==> src/rtl/mod_counter.sv <==
// Modulo up/down counter with programmable modulus, step, load and terminal-count pulse.
// Latency: 1 clock from any input to out/tc; both outputs are registered.
// Backpressure: none; the counter advances on every enabled edge. Define MOD_COUNTER_SAT_EN for saturating mode.
module mod_counter #(
    parameter int WIDTH     = 8,
    parameter int MAX_COUNT = 2**WIDTH - 1,
    parameter int STEP      = 1
) (
    input  logic             clk,
    input  logic             rst,
    input  logic             en,
    input  logic             up,
    input  logic             load,
    input  logic [WIDTH-1:0] load_val,
    output logic [WIDTH-1:0] out,
    output logic             tc
);

    // One extra bit keeps out+STEP and MAX_COUNT+1 from overflowing.
    localparam logic [WIDTH:0] MAX_W  = (WIDTH+1)'(MAX_COUNT);
    localparam logic [WIDTH:0] STEP_W = (WIDTH+1)'(STEP);
`ifndef MOD_COUNTER_SAT_EN
    localparam logic [WIDTH:0] MOD_W  = (WIDTH+1)'(MAX_COUNT + 1);
`endif

    logic [WIDTH-1:0] out_q, out_d;
    logic             tc_q, tc_d;
    logic [WIDTH:0]   cur_x;
    logic [WIDTH:0]   ld_x;

    // Next-state selection in priority load > enabled step > hold (reset handled in the register).
    always_comb begin
        out_d = out_q;
        tc_d  = 1'b0;
        cur_x = {1'b0, out_q};
        ld_x  = {1'b0, load_val};
        if (load) begin
            // Out-of-range load values clamp to the top of the count range.
            out_d = (ld_x > MAX_W) ? MAX_W[WIDTH-1:0] : load_val;
        end else if (en) begin
`ifdef MOD_COUNTER_SAT_EN
            if (up) begin
                if (cur_x >= MAX_W - STEP_W) begin
                    out_d = MAX_W[WIDTH-1:0];
                    tc_d  = 1'b1;
                end else begin
                    out_d = WIDTH'(cur_x + STEP_W);
                end
            end else begin
                if (cur_x <= STEP_W) begin
                    out_d = '0;
                    tc_d  = 1'b1;
                end else begin
                    out_d = WIDTH'(cur_x - STEP_W);
                end
            end
`else
            if (up) begin
                if (cur_x <= MAX_W - STEP_W) begin
                    out_d = WIDTH'(cur_x + STEP_W);
                end else begin
                    out_d = WIDTH'(cur_x + STEP_W - MOD_W);
                    tc_d  = 1'b1;
                end
            end else begin
                if (cur_x >= STEP_W) begin
                    out_d = WIDTH'(cur_x - STEP_W);
                end else begin
                    out_d = WIDTH'(cur_x + MOD_W - STEP_W);
                    tc_d  = 1'b1;
                end
            end
`endif
        end
    end

    // Count and terminal-count registers; synchronous reset overrides everything.
    always_ff @(posedge clk) begin
        if (rst) begin
            out_q <= '0;
            tc_q  <= 1'b0;
        end else begin
            out_q <= out_d;
            tc_q  <= tc_d;
        end
    end

    assign out = out_q;
    assign tc  = tc_q;

endmodule
==> config.mk <==
export PLATFORM = sky130hd
export DESIGN_NAME = mod_counter
export DESIGN_NICKNAME = d
export VERILOG_FILES = /design/src/rtl/mod_counter.sv
export SDC_FILE = /design/constraint.sdc
export NUM_CORES = 1
export LEC_CHECK = 0
export CAP_MARGIN = 20
export CORE_UTILIZATION = 48
export CTS_CLUSTER_DIAMETER = 100
export DETAILED_ROUTE_END_ITERATION = 12
export DONT_BUFFER_PORTS = 1
export GPL_ROUTABILITY_DRIVEN = 1
export PLACE_DENSITY = 0.69
export SLEW_MARGIN = 20
export SYNTH_ARGS = -nofsm -noshare
export SYNTH_HDL_FRONTEND = slang
export SYNTH_SLANG_ARGS = --single-unit
==> constraint.sdc <==
create_clock -name clk -period 1.7 [get_ports clk]
set_input_delay 0.085 -clock clk [delete_from_list [all_inputs] [get_ports clk]]
set_output_delay 0.085 -clock clk [all_outputs]
set_load 0.005 [all_outputs]
# ---- After elaboration in Yosys (flattened, before gate mapping)
# Index checks and enable logic that the tools add are counted.
dict set report totals {
  out_inout_bits 9
  register_bits 9
  elab_cells 20
}
dict set report op_classes {
  bitwise 1
  magnitude_cmp 2
  n_reduce_logical 2
  n_mux 8
  n_addsub 5
}
# cell count
set ops {}
lappend ops {{8-bit 2-to-1 mux} 5}
lappend ops {{8-bit by 1-bit subtractor with 8-bit output, second input constant} 3}
lappend ops {{8-bit by 1-bit adder with 8-bit output, second input constant} 2}
lappend ops {{8-bit by 1-bit >= comparator with 1-bit output, second input constant} 1}
lappend ops {{8-bit less-or-equal comparator, second input constant} 1}
lappend ops {{1-bit 2-to-1 mux} 3}
lappend ops {{3-bit OR reduction} 1}
lappend ops {{2-bit nonzero test} 1}
lappend ops {{1-bit inverter} 1}

# ---- Depth between registers and ports, before layout
# Gate-level depths: netlist of run 1.
dict set report logic_depth {
  word_depth 6
  mapped_depth 6
  mapped_depth_nobuf 6
}

# ---- Least setup slack after synthesis of run 1
# OpenSTA, ideal clock, no wires.
dict set report synth_timing {
  path_kind {register -> register}
  from {register out_q[0], in the netlist out[0]}
  to {register out_q[7], in the netlist out[7]}
  path_stages_with_launch 5
  synth_period_minus_slack_ps 1437
  n_path_buf 0
  t_required_ps 1573
  path_slack_ps 263
  t_arrival_ps 1310
  cell_sequence {dfxtp_1 and4_4 a32oi_1 and3_1 or3_1}
}
dict set report synth_via {
  elab_chain_len 6
}
# item line
set synth_lines {}
lappend synth_lines {{start: declaration} 26} ;# logic [WIDTH-1:0] out_q, out_d;
lappend synth_lines {{start signal: assignment} 83} ;# out_q <= out_d;
lappend synth_lines {{8-bit by 1-bit adder with 8-bit output, on equally long branches} {69, 60, 62}}
lappend synth_lines {{8-bit by 1-bit subtractor with 8-bit output, on equally long branches} {69, 62}}
lappend synth_lines {{8-bit 2-to-1 mux, on equally long branches} {66, 59}}
lappend synth_lines {{8-bit 2-to-1 mux (*)} 58} ;# if (up) begin
lappend synth_lines {{8-bit 2-to-1 mux (*)} 40} ;# end else if (en) begin
lappend synth_lines {{8-bit 2-to-1 mux (*)} 37} ;# if (load) begin
# Mark *: on every way between the ends. The rest lies on a longest branch, timed or not. The select of a mux whose other input is x is not followed.
# A chain may end at the register's enable or synchronous reset.

# ---- Worst setup path in the final report of run 1
dict set report layout_timing {
  from {register out_q[1], in the netlist out[1]}
  to {register out_q[5], in the netlist out[5]}
}
# The elaborated chain is that of the path after synthesis.

==> metrics.txt, run 1 <==
initial antenna violation count=0; # Max-Cap Violations=0; Psw=173 µW; Hold Slack=approximately 0.014 ns; Yosys top cell area share=25.8%; LEAKAGE=about 0.30 nW; clk_skew=0.00709 ns; routed len/inst=about 15 µm; total gr overflow=0; final hold violations=0; first-pass GRT wire length=2630 µm; post-synth cell types=34; ANT cells=0; Crit-path slowest cell=dfxtp_1; gpl congestion=0.857; largest net degree at the start of global routing=13; Worst-Skew Late Latency=0.27 ns; Post-Syn Nets=about 110; CP Class=reg2reg; Final Slew Violations=0; M1 GR Usage=about 33%; Critical Path RT=1.89 ns; total negative slack=0 ns; via count=661; Slew HR=approximately 76%; Die Ht=40.2 µm; clk sinks=9; fmax=about 660 MHz; Initial Utilization=52.4%; crit-path max cell delay=0.37 ns; switching share of total power=30.9%; htree depth=1; die width=40.2 µm; Port Buffers=0; synthesized instance count=88; Max clock buf depth=2; die area=1610 µm²; dpl ws=0.201 ns; power share of the combinational group=23.0%; pwr/cell area=707 nW/µm²; mean post-synth cell area=7.95 µm²; Total GRT Usage=25.9%; Crit Path Max Fanout=6; top cell type by total area after synthesis=dfxtp_1; Ys Warns=0; met2 Usage GRT=38.3%; GR Layer Usage met3=just under 8%; Register Area=roughly 180 µm²; ANT nets after route=0; Pint=387 µW; Critical Path, Cell by Cell=buf_4, nor4b_1, a22oi_1, xor2_1, a211oi_1; TritonCTS clock tree=built; RSZ-0062 raised after global routing=false; clock share of power=just over 30%; I/O pin count=22; starting DRC count in detailed routing=13; Core Region=1330 µm²; Hold WC Path Type=in2reg; Crit. End Element=flop; area of the multi-input gates=447 µm²; Rows=13; cell area after synthesis=roughly 700 µm²; area grow syn2layout=13.2%; Seq pwr share=a little under half; period utilization=89.1%; Final WS setup=0.185 ns; vias per cell=between 6 and 7; DP Wirelength=1160 µm; # DRC=0; Worst-Margin Slew=0.360 ns; synth top area cells=dfxtp_1 (26%), ha_1 (7.2%), a211oi_1 (5.4%), xor2_1 (5.0%), nor3_1 (4.3%); post-route minimum period=around 1.5 ns; Pre-antenna DRT Iters=4; Final setup viols=0; WP data arrival=1.70 ns; busiest grt layer=met2; clk root buf=clkbuf_4; total power=560 µW; Seq cells post-synth=9; register area share after synthesis=between 20% and 30%; Num CTS Buffers=3; Routed WL=1640 µm; layout cells sized above 1=10.5%; Nets=~110; final core utilization=59.4%; vias in the first global route=577; startpoint types=flop; VDD IR-drop max=0.000396 V; status=complete, no violations; Layout fillers=122; Clk pin slew, worst setup/hold paths=0.07 ns
==> timing repair <==
action	in CTS	in global routing
hold buffers	7	0
setup endpoints to repair	0	1
setup buffers	0	0
hold endpoints to repair	7	0
gates resized for setup	0	1
==> power by group through the flow <==
| stage | sequential [mW] | combinational, mW | clock [mW] |
|---|---|---|---|
| 6_report | 0.257 | 0.129 | 0.175 |
| 2_1_floorplan | 0.252 | 0.109 | 0 |
| 3_3_place_gp | 0.260 | 0.109 | 0 |
| 3_5_place_dp | 0.261 | 0.111 | 0 |
| 4_1_cts | 0.256 | 0.129 | 0.178 |
| 5_1_grt | 0.262 | 0.145 | 0.183 |
==> worst max-delay path, delay by kind of cell, from the launching register on <==
| family | cells | cell delay, ns |
|---|---|---|
| flip-flops | 1 | 0.37 |
| AND/OR/NAND/NOR | 1 | 0.37 |
| AO/OA/AOI/OAI | 2 | 0.35 |
| buffers and inverters | 1 | 0.18 |
| XOR/XNOR | 1 | 0.16 |
==> placed cells by master (no fill, tap or decap), drive strengths merged, types with 3 or more instances in the layout <==
| cell | count |
|---|---|
| nor3 | 6 |
| dfxtp | 9 |
| buf | 4 |
| xor2 | 4 |
| inv | 5 |
| nand3 | 4 |
| ha | 4 |
| a211oi | 5 |
| clkbuf | 4 |
| o21ai | 4 |
| dlygate4sd3 | 7 |
| a21oi | 5 |
| and3 | 3 |
| nor2 | 8 |
==> through the flow <==
stage,cell area (µm²),instances
3_5_place_dp,694,99
3_3_place_gp,694,99
4_1_cts,791,110
5_1_grt,792,110
2_1_floorplan,699,88
6_report,792,110
==> sequential cells by signal, summed over array words and instances (netlist names) <==
register and cells:
tc 1, out 8
==> synthesized netlist by cell type, drive strengths merged <==
cell,number
dfxtp,9
nor2,8
nor3,6
a211oi,5
a21oi,5
buf,5
inv,5
ha,4
nand3,4
o21ai,4
xor2,4
and3,3
clkbuf,3
and4,2
nand2,2
nand4,2
nor3b,2
nor4b,2
or3,2
xnor2,2
a2111oi,1
a22oi,1
a32oi,1
and2,1
mux2i,1
nand4b,1
nor2b,1
nor4,1
o32ai,1
==> routing by layer <==
| metal | part of all wire (%) | wire length (µm) |
|---|---|---|
| met5 | 0 | 0 |
| met1 | 45 | 742 |
| met4 | 2.3 | 37 |
| met3 | 6.5 | 106 |
| met2 | 46 | 757 |
==> logic make-up (layout without fill, tap and decap cells) <==
logic type | after synthesis | count (layout) | share of synthesized area [%]
AO/OA/AOI/OAI | 18 | 18 | 16.6
XOR/XNOR | 6 | 6 | 7.51
adder cells (fa/ha/maj) | 4 | 4 | 7.16
buffers and inverters | 13 | 20 | 10.4
flip-flops | 9 | 9 | 25.8
multiplexers | 1 | 1 | 1.43
AND/OR/NAND/NOR | 37 | 37 | 31.1
==> area by class of cell <==
class	instances	area share [%]
Sequential cell	9	22.9
Multi-Input combinational cell	66	56.4
Inverter	5	2.37
Timing Repair Buffer	11	12.6
Clock buffer	4	3.32
Tap cell	15	2.37
==> worst paths after layout <==
check / from / endpoint / slack [ns] / depth (start not counted)
worst max-delay path: out[1] / out[5] / 0.18 / 5
worst min register to register: out[1] / out[1] / 0.64 / 2
worst max register to register: out[1] / out[5] / 0.18 / 5
worst min-delay path: load_val[6] / out[6] / 0.01 / 2
Note: power is estimated with default switching activity, not from simulation.
==> inputs of run 2 (changes only) <==
- ABC_AREA: unset -> 1
- CTS_BUF_LIST: unset -> sky130_fd_sc_hd__clkbuf_4
- SKIP_LAST_GASP: unset -> 1
==> metrics.txt, run 2 <==
Die Ht=~40 µm; LEAKAGE=0.334 nW; Hold WC Path Type=in2reg; cell area after synthesis=about 690 µm²; Reg2Reg Setup Slack=0.28 ns; total gr overflow=0; RSZ-0062 raised after global routing=false; DP Area=689 µm²; Rows=13; clock share of power=34.6%; Num CTS Buffers=3; period utilization=83.3%; pwr/cell area=743 nW/µm²; Port Buffers=0; clk root buf=clkbuf_4; register area share after synthesis=26.1%; fmax=706 MHz; Critical Path, Cell by Cell=inv_1, ha_1, nor3_1, nand3_1, o21ai_0, nand2_1, nor2_1; routed len/inst=13.2 µm; Seq pwr share=between 40% and 50%; Total GRT Usage=between 20% and 30%; VDD IR-drop max=0.000327 V; I/O pin count=22; GR Layer Usage met3=between 10 and 15%; Seq cells post-synth=9; dpl ws=0.318 ns; TritonCTS clock tree=built; most common cell in the netlist=nand2_1; startpoint types=flop; Layout Cells excl Fill=125; first-pass GRT wire length=2230 µm; ys async rst share=0%; Stages on worst setup path=7; hold depth=2; via count=686; initial antenna violation count=0; number of synthesized flops with an enable pin=0; post-synth cell types=24; vias per cell=approximately 5.5; Max clock buf depth=2; power share of the combinational group=between 20% and 30%; clk sinks=9; ANT cells=0; worst r2r path cells=7; starting DRC count in detailed routing=16; CP Class=reg2reg; vias in the first global route=521; Post-Syn Nets=122; Ys Warns=0; post-route minimum period=1.42 ns; M1 GR Usage=26.9%; Pre-antenna DRT Iters=4; synthesized instance count=105; most used flip-flop cell after synthesis=dfxtp_1; leading cell type in the layout, fill and taps excluded=nand2_1; Critical Path RT=1.92 ns; Design Area, Final=759 µm²; Slew HR=72.7%; WP buf/inv=1; mean post-synth cell area=6.58 µm²; Crit Path Max Fanout=7; # Max-Cap Violations=0; critical path's top delay family=flip-flops; Psw=179 µW; synth top area cells=dfxtp_1 (26%), nand2_1 (15%), ha_1 (7.2%), nand3_1 (7.2%), inv_1 (6.0%); final hold violations=0; top cell type by total area after synthesis=dfxtp_1; Core Region=about 1300 µm²; Final Slew Violations=0; Nets=128; flip-flop count of the largest register after layout=8; met2 Usage GRT=34.3%; htree depth=1; Clk pin slew, worst setup/hold paths=0.07 ns; Final WS setup=0.284 ns; most frequent cells in the layout=nand2_1 (28), inv_1 (11), nand3_1 (10); die area=1590 µm²; Crit. End Element=flop; status=complete, no violations; gpl congestion=between 0.9 and 1; largest net degree at the start of global routing=10; layout cells sized above 1=11.8%; Worst-Skew Late Latency=0.27 ns; Crit-path slowest cell=dfxtp_1; switching share of total power=about a third; crit-path max cell delay=0.47 ns; WP data arrival=between 1.5 and 2 ns; Hold Slack=between 0.03 and 0.04 ns; DP Cell Count=117; Worst-Margin Slew=just over 0.4 ns; ANT nets after route=0; Yosys top cell area share=26.1%; Layout fillers=approximately 140; die width=39.9 µm; DP Wirelength=around 1100 µm; clk_skew=0.00553 ns; Routed WL=1650 µm; Initial Utilization=a little over half; Final setup viols=0; area grow syn2layout=9.96%; Pint=~380 µW; busiest grt layer=met2; top cells by count, synth=nand2_1 (28), inv_1 (11), nand3_1 (10), dfxtp_1 (9), nor2_1 (9); # DRC=0; total negative slack=0 ns
run 2: final timing paths:
path,endpoint,start
setup / recovery,tc,out[0]
hold / removal,out[5],load
setup reg to reg,tc,out[0]
hold reg to reg,out[2],out[2]
run 2: repair_timing:
item                                   in CTS  in global routing
endpoints found under the hold margin       9                  0
gates resized for setup                     0                  0
hold buffers                                4                  0
buffers inserted                            0                  0
run 2: per-stage QoR:
step / power (mW) / utilization, %
2_1_floorplan: 0.351 / -
3_3_place_gp: 0.361 / 52.3
3_5_place_dp: 0.363 / 52.3
4_1_cts: 0.568 / 57.6
5_1_grt: 0.598 / 57.6
6_report: 0.564 / 57.6
run 2: power by group through the flow:
stage | logic [mW] | registers (mW) | clock network, mW
6_report | 0.117 | 0.253 | 0.195
4_1_cts | 0.117 | 0.253 | 0.198
3_5_place_dp | 0.105 | 0.258 | 0
5_1_grt | 0.132 | 0.256 | 0.210
3_3_place_gp | 0.104 | 0.257 | 0
2_1_floorplan | 0.101 | 0.251 | 0
run 2: area by class of cell:
| cell class | count | area, µm² | share of cell area, % |
|---|---|---|---|
| clock buffers | 4 | 30.0 | 3.95 |
| inverters | 12 | 45.0 | 5.93 |
| multi-input cells | 81 | 445 | 58.6 |
| flip-flops and latches | 9 | 180 | 23.7 |
| well taps | 15 | 18.8 | 2.47 |
| repair buffers | 4 | 40.0 | 5.27 |
run 2: per-layer routing:
| metal | wire (µm) | vias to the layer above |
|---|---|---|
| li1 | - | 361 |
| met1 | 801 | 302 |
| met2 | 725 | 18 |
| met3 | 86 | 5 |
| met4 | 34 | 0 |
| met5 | 0 | - |
run 2: logic make-up (layout without fill, tap and decap cells):
kind of cell             Yosys count  after routing  synth area share (%)
buffers and inverters             15             20                  9.42
flip-flops                         9              9                  26.1
AND/OR/NAND/NOR                   56             56                  37.7
XOR/XNOR                           1              1                  1.27
AO/OA/AOI/OAI                     20             20                  18.3
adder cells (fa/ha/maj)            4              4                  7.25
run 2: worst reg2reg max path, stage by stage (launching register included):
cell,delay (ns)
dfxtp_1,0.47
inv_1,0.13
ha_1,0.21
nor3_1,0.18
nand3_1,0.08
o21ai_0,0.16
nand2_1,0.06
nor2_1,0.08
